`config.mk`:
```
export PLATFORM = sky130hd
export DESIGN_NAME = spi_reg_bridge
export DESIGN_NICKNAME = d
export VERILOG_FILES = /design/src/rtl/spi_reg_bridge.sv
export SDC_FILE = /design/constraint.sdc
export NUM_CORES = 1
export LEC_CHECK = 0
export ABC_AREA = 1
export CORE_MARGIN = 3
export CORE_UTILIZATION = 55
export CTS_BUF_LIST = sky130_fd_sc_hd__clkbuf_16
export DETAILED_ROUTE_END_ITERATION = 6
export PLACE_DENSITY = 0.9
export REMOVE_ABC_BUFFERS = 1
export SYNTH_ARGS = -nofsm -noshare
export SYNTH_HDL_FRONTEND = slang
export SYNTH_SLANG_ARGS = --single-unit
export TNS_END_PERCENT = 30
```
`constraint.sdc`:
```
create_clock -name clk -period 5.25 [get_ports clk]
set_input_delay 0.525 -clock clk [delete_from_list [all_inputs] [get_ports clk]]
set_output_delay 0.525 -clock clk [all_outputs]
set_load 0.02 [all_outputs]
```
`src/rtl/spi_reg_bridge.sv`:
```
// SPI mode-0 slave bridging MCU register writes/reads into the clk domain.
// Write frames commit a 32-bit word, 4-bit address and change toggle; read frames shift out a snapshot.
module spi_reg_bridge #(
  parameter logic [31:0] VERSION     = 32'h0000_0001,
  parameter int          SYNC_STAGES = 3  // must be >= 2
) (
  input  logic        clk,
  input  logic        async_reset,
  input  logic        spi_sck,
  input  logic        spi_cs_n,
  input  logic        spi_mosi,
  output logic        spi_miso,
  output logic        spi_miso_oe,
  output logic [31:0] wr_reg,
  output logic [3:0]  wr_reg_addr,
  output logic        wr_reg_changed,
  input  logic [31:0] rd_loader,
  input  logic        irq_in,
  output logic        mcu_irq
);

  typedef enum logic [1:0] {IDLE, CMD, DATA, DONE} state_t;

  state_t r_state, w_state_next;

  logic [SYNC_STAGES-1:0] r_sck_sync, r_cs_sync, r_mosi_sync, r_irq_sync;
  logic [5:0]  r_bit_cnt;
  logic [31:0] r_shift, r_rd_word, r_wr_reg;
  logic [3:0]  r_addr, r_wr_addr;
  logic        r_cmd_rd, r_wr_changed, r_miso, r_miso_oe, r_armed;

  logic        w_sck_rise, w_sck_fall, w_cs_n, w_mosi;
  logic        w_enter_data, w_commit;
  logic [31:0] w_shift_next;

  function automatic logic [31:0] read_select(input logic [3:0] addr, input logic [31:0] loader);
    case (addr)
      4'd0:    return loader;
      4'd15:   return VERSION;
      default: return 32'h0;
    endcase
  endfunction

  // Index 0 takes the raw pin; edges compare the two oldest stages.
  // NOTE: sequential state uses non-blocking assignments so every flop samples pre-edge values.
  always_ff @(posedge clk or posedge async_reset) begin
    if (async_reset) begin
      r_sck_sync  <= '0;
      r_cs_sync   <= '0;
      r_mosi_sync <= '0;
      r_irq_sync  <= '0;
    end else begin
      r_sck_sync  <= {r_sck_sync[SYNC_STAGES-2:0], spi_sck};
      r_cs_sync   <= {r_cs_sync[SYNC_STAGES-2:0], spi_cs_n};
      r_mosi_sync <= {r_mosi_sync[SYNC_STAGES-2:0], spi_mosi};
      r_irq_sync  <= {r_irq_sync[SYNC_STAGES-2:0], irq_in};
    end
  end

  assign w_sck_rise   = r_sck_sync[SYNC_STAGES-2] & ~r_sck_sync[SYNC_STAGES-1];
  assign w_sck_fall   = ~r_sck_sync[SYNC_STAGES-2] & r_sck_sync[SYNC_STAGES-1];
  assign w_cs_n       = r_cs_sync[SYNC_STAGES-2];
  assign w_mosi       = r_mosi_sync[SYNC_STAGES-2];
  assign w_shift_next = {r_shift[30:0], w_mosi};

  always_ff @(posedge clk or posedge async_reset) begin
    if (async_reset) r_state <= IDLE;
    else             r_state <= w_state_next;
  end

  // NOTE: every always_comb output gets a default first so no path infers a latch.
  always_comb begin
    w_state_next = r_state;
    w_enter_data = 1'b0;
    w_commit     = 1'b0;
    unique case (r_state)
      IDLE: if (r_armed && !w_cs_n) w_state_next = CMD;
      CMD: begin
        if (w_cs_n) begin
          w_state_next = IDLE;
        end else if (w_sck_rise && r_bit_cnt == 6'd7) begin
          w_state_next = DATA;
          w_enter_data = 1'b1;
        end
      end
      DATA: begin
        // The 40th edge commits even if cs_n rises in the same cycle.
        if (w_sck_rise && r_bit_cnt == 6'd39) begin
          w_commit     = 1'b1;
          w_state_next = DONE;
        end
        if (w_cs_n) w_state_next = IDLE;
      end
      DONE: if (w_cs_n) w_state_next = IDLE;
      default: w_state_next = IDLE;
    endcase
  end

  // A frame may only start once cs_n has been seen high after reset.
  always_ff @(posedge clk or posedge async_reset) begin
    if (async_reset) begin
      r_armed   <= 1'b0;
      r_miso_oe <= 1'b0;
    end else begin
      if (w_cs_n) r_armed <= 1'b1;
      r_miso_oe <= r_armed & ~w_cs_n;
    end
  end

  always_ff @(posedge clk or posedge async_reset) begin
    if (async_reset) begin
      r_bit_cnt <= '0;
      r_shift   <= '0;
      r_cmd_rd  <= 1'b0;
      r_addr    <= '0;
      r_rd_word <= '0;
      r_miso    <= 1'b0;
    end else begin
      if (r_state == IDLE) begin
        r_bit_cnt <= '0;
        r_shift   <= '0;
      end else if (w_sck_rise && (r_state == CMD || r_state == DATA)) begin
        r_shift <= w_shift_next;
        if (!w_cs_n && r_bit_cnt != 6'd40) r_bit_cnt <= r_bit_cnt + 6'd1;
      end

      if (w_enter_data) begin
        r_cmd_rd  <= w_shift_next[7];
        r_addr    <= w_shift_next[3:0];
        r_rd_word <= w_shift_next[7] ? read_select(w_shift_next[3:0], rd_loader) : 32'h0;
      end

      if (r_state != DATA) begin
        r_miso <= 1'b0;
      end else if (w_sck_fall) begin
        r_miso    <= r_cmd_rd & r_rd_word[31];
        r_rd_word <= {r_rd_word[30:0], 1'b0};
      end
    end
  end

  always_ff @(posedge clk or posedge async_reset) begin
    if (async_reset) begin
      r_wr_reg     <= '0;
      r_wr_addr    <= '0;
      r_wr_changed <= 1'b0;
    end else if (w_commit && !r_cmd_rd) begin
      r_wr_reg     <= w_shift_next;
      r_wr_addr    <= r_addr;
      r_wr_changed <= ~r_wr_changed;
    end
  end

  assign spi_miso       = r_miso;
  assign spi_miso_oe    = r_miso_oe;
  assign wr_reg         = r_wr_reg;
  assign wr_reg_addr    = r_wr_addr;
  assign wr_reg_changed = r_wr_changed;
  assign mcu_irq        = r_irq_sync[SYNC_STAGES-1];

endmodule

```
# Yosys cells after proc, flatten, opt, wreduce, memory -nomap -nowiden

Index checks and enable logic that the tools add are counted.

Add/subtract/negate cells: 1
Equal/unequal tests: 12
Muxes and demuxes: 24
Bitwise logic cells: 8
Reduce and logical (&&, ||, !) cells: 16

Operators by type and width:

| kind                                                                   | number |
|---|---|
| 32-bit 2-to-1 mux                                                      | 4 |
| 32-bit one-hot mux with 2 select lines                                 | 1 |
| 31-bit 2-to-1 mux                                                      | 2 |
| 6-bit 2-to-1 mux                                                       | 3 |
| 2-bit 2-to-1 mux                                                       | 6 |
| 2-bit one-hot mux with 4 select lines                                  | 1 |
| 1-bit 2-to-1 mux                                                       | 7 |
| 6-bit by 1-bit adder with 6-bit output (second input constant)         | 1 |
| 6-bit by 3-bit equality test with 1-bit output (second input constant) | 1 |
| 6-bit equality test (second input constant)                            | 1 |
| 1-bit logical AND                                                      | 6 |
| 2-bit inequality test (second input constant)                          | 3 |
| 3-bit inequality test (second input constant)                          | 2 |
| 6-bit inequality test (second input constant)                          | 1 |
| 2-bit nonzero test                                                     | 3 |
| 1-bit bitwise AND                                                      | 4 |
| 2-bit equality test (second input constant)                            | 2 |
| 4-bit equality test (second input constant)                            | 1 |
| 4-bit logical NOT                                                      | 1 |
| 1-bit inverter                                                         | 4 |
| 4-bit AND reduction                                                    | 1 |
| 2-bit by 1-bit equality test with 1-bit output (second input constant) | 1 |
| 1-bit logical NOT                                                      | 2 |
| 2-bit logical NOT                                                      | 1 |
| other kinds (2)                                                        | 2 |

Flip-flop bits (word level): 126
Input bits: 38

# Depth between registers and ports, before layout

Depth in word-level cells: 9
Mapped depth: 10
Mapped depth without buffers: 10

# Least setup slack after synthesis

Ideal clock, no wire load.

Kind: reg-to-reg
Start: reg r_state[1]
End: reg r_rd_word[19]
Setup time: 0.062 ns
Data arrival time: 1.492 ns
Setup slack: 3.695 ns
Stages on the path, launching flop included: 11
Path buffers: 2
Period minus slack after synthesis: 1.555 ns
Path through: dfrtp_1 inv_1 ha_1 inv_1 nor2_1 buf_4 clkbuf_1 nand3_1 nand3_1 nand2_1 inv_1

Longest elaborated chain between the ends: 5

Ends and longest elaborated chain:

| element                                        | line | text |
|---|---|---|
| start, declared                                | 24   | `state_t r_state, w_state_next;` |
| start signal, assigned                         | 68   | `else r_state <= w_state_next;` |
| 2-bit by 1-bit equality test with 1-bit output | 76   | `unique case (r_state)` |
| 1-bit 2-to-1 mux                               | 76   |  |
| 32-bit 2-to-1 mux                              | 127  | `if (w_enter_data) begin` |
| 32-bit 2-to-1 mux                              | 135  | `end else if (w_sck_fall) begin` |
| 32-bit 2-to-1 mux (*)                          | 133  | `if (r_state != DATA) begin` |
| end signal, assigned                           | 130  | `r_rd_word <= w_shift_next[7] ? read_select(w_shift_next[3:0], rd_loader) : 32'h0;` |
| end signal, assigned                           | 137  | `r_rd_word <= {r_rd_word[30:0], 1'b0};` |
| end, declared                                  | 28   | `logic [31:0] r_shift, r_rd_word, r_wr_reg;` |

Mark *: on every way between the ends. The rest lies on a longest branch, timed or not.
A chain may end at the register's enable or synchronous reset.

# Worst setup path in the final report

Start: reg r_state[1]
End: reg r_rd_word[25]

Same word-level chain as after synthesis.

==> qor.yml <==
run_status:
  outcome: "complete, no violations"
timing:
  skew_ns: 0.00652
  finalCriticalPeriod_ns: 3.10
  finalWorstSetupSlack_ns: 2.15
  maxSlewHeadroom_pct: 20.8
  finalCritPeriodShare_pct: 59.1
  whs_ns: 0.349
  fmax_mhz: 322
  tightest_slew_ns: 1.19
  tns_ns: 0
  maxSlewViolCount: 0
  rsz0062_at_grt: "no"
  finalHoldViolCount: 0
  finalSetupViolCount: 0
clocking:
  numClockSinks: 126
  cts_tree: "done"
  ctsLongestPathBuffers: 2
  root_buffer: "clkbuf_16"
  postCtsSetupBuffers: 0
  clock_latency_ns: 0.41
  ctsHtreeMaxLevel: 4
  clk_pin_slew_ns: 0.06
  cts_buffers: 17
  postCtsHoldBufs: 0
  post_cts_resize_count: 0
synthesis:
  synthMuxAreaShare_pct: 0
  yosys.cell_count.top_type: "nand3_1"
  synth_adder_area_share_pct: 1.29
  ys_ff_latch: 126
  syn-mean-instance-area_um2: 8.41
  synth.distinct_cells: 25
  synth_top_area_share_pct: 54.3
  synth_ff_type: "dfrtp_1"
  synth_top_family_by_area: "simple AND/OR/NAND/NOR gates"
  seq_area_frac_synth_pct: 54.3
  synth_compound_area_share_pct: 7.34
  synthXorXnorAreaFrac_pct: 0.452
  synthCells: 691
  synth_common_cells: "nand3_1, nand2_1, dfrtp_1, inv_1, nor2_1"
  syn-cell-area_um2: 5810
  yosys_warnings: 0
  synth-edff-count: 0
  synthTopCellsByArea: "dfrtp_1, nand3_1, nand2_1"
  yosys.area_share.simple_pct: 27.4
  async_reset_ff_share_pct: 100
  yosysTopAreaCell: "dfrtp_1"
detailed_routing:
  drtAntennaViolNets: 0
  first_pass_iters: 7
  wl_per_cell_um: 14.9
  drt_first_iter_violations: 421
  drc_errors: 0
  avgViaCountPerCell: 5.54
  wl_um: 13400
  via_count: 4960
worst_setup_path:
  cp_cell_sequence: "inv_1 -> ha_1 -> inv_1 -> nor2_2 -> nand3_2 -> nand2_1 -> nand3_1 -> nand2_1 -> inv_1"
  required_ns: 5.56
  critPathTopFamily: "simple AND/OR/NAND/NOR gates"
  cp-start-kind: "register"
  worst_path_most_repeated_cell: "inv_1"
  crit_arrival_ns: 3.41
  cp-end-kind: "register"
  cp_max_fo: 41
  crit_buf_inv: 3
  max_stage_delay_ns: 0.89
  crit_slowest_cell: "nor2_2"
  critical_path_class: "reg2reg"
grt:
  first_global_vias: 4932
  antenna_found_initial: 0
  grt_max_degree: 74
  grt_pass1_wl_um: 22300
  grt_usage_pct: 23.8
  grt_overflow: 0
cells_and_area:
  drive_gt1_share_pct: 10.1
  nets: 794
  antenna_cells: 0
  area_delta_synth_final_pct: 22.7
  post-route-util_pct: 71.3
floorplan:
  start_util_pct: 58.1
  fp.dieH_um: 109
  io-pin-count: 78
  die_w_um: 109
  dieArea_um2: 11800
  rows: 36
  core_um2: 10000
placement:
  pre_cts_slack_ns: 2.25
  hpwlAfterDp_um: 8210
  numPortBuffers: 77
  gp_congestion: 0.821
power:
  p_leak_nw: 3.28
  power.total_mw: 2.92
  vdd_drop_max_v: 0.000263
  power_per_cell_area_nw_per_um2: 409
job:
  cap_violations: 0
min_path:
  hold_path.class: "reg2reg"
-- cell usage in the layout (no fill, tap or decap), types with 2 or more instances in the layout --
cell type          n
a21oi_1            2
inv_1             80
nand4_1            6
inv_6              5
nand3_1          128
dfrtp_1          126
nor2_1            49
buf_4              4
o21ai_1           39
inv_2              3
nand2_1          127
clkdlybuf4s50_1   77
xor2_1             2
clkbuf_16         17
clkinvlp_4         6
nor2_2             5
nand3_2            2
or2_2             27
ha_1               6
clkinv_2           2
o21ai_0           41
-- stage by stage --
stage                     cells  area [um2]
final                       896        7130
after global routing        896        7130
after CTS                   896        7130
after detailed placement    864        6570
after global placement      864        6570
after floorplan             650        5590
-- power breakdown --
group	leakage [nW]	total (mW)	internal (mW)	switching (mW)
combinational	1.35	0.620	0.192	0.428
sequential	1.67	1.19	1.11	0.0806
clock	0.259	1.11	0.656	0.456
total	3.28	2.92	1.95	0.965
-- cells by family (layout without fill, tap and decap cells) --
group | after synthesis | count (layout)
buffers and inverters | 125 | 197
XOR/XNOR | 3 | 3
AO/OA/AOI/OAI | 84 | 84
AND/OR/NAND/NOR | 347 | 347
adder cells (fa/ha/maj) | 6 | 6
flip-flops | 126 | 126
-- area by class of cell --
type	count	area (um2)
inverters	84	318
flip-flops and latches	126	3150
repair buffers	81	801
clock buffers	17	425
well taps	133	166
fillers	686	2870
multi-input cells	440	2130
clock inverters	15	138
-- worst paths after layout --
check,from,slack [ns],end,depth (start not counted)
setup / recovery,r_state[1],2.15,r_rd_word[25],9
hold reg to reg,r_mosi_sync[0],0.35,r_mosi_sync[1],0
setup reg to reg,r_state[1],2.15,r_rd_word[25],9
min in group asynchronous,async_reset,0.48,wr_reg[29],2
hold / removal,r_mosi_sync[0],0.35,r_mosi_sync[1],0
max in group asynchronous,async_reset,3.69,r_rd_word[13],3
-- layer usage --
metal / wire length [um] / global-route usage (%) / up-vias
met5: 0 / 0 / -
met4: 480 / 11.7 / 0
li1: - / - / 2332
met1: 5440 / 30.4 / 2377
met3: 720 / 4.97 / 57
met2: 6720 / 38.8 / 194
No activity file was read; power rests on OpenSTA's default activity.
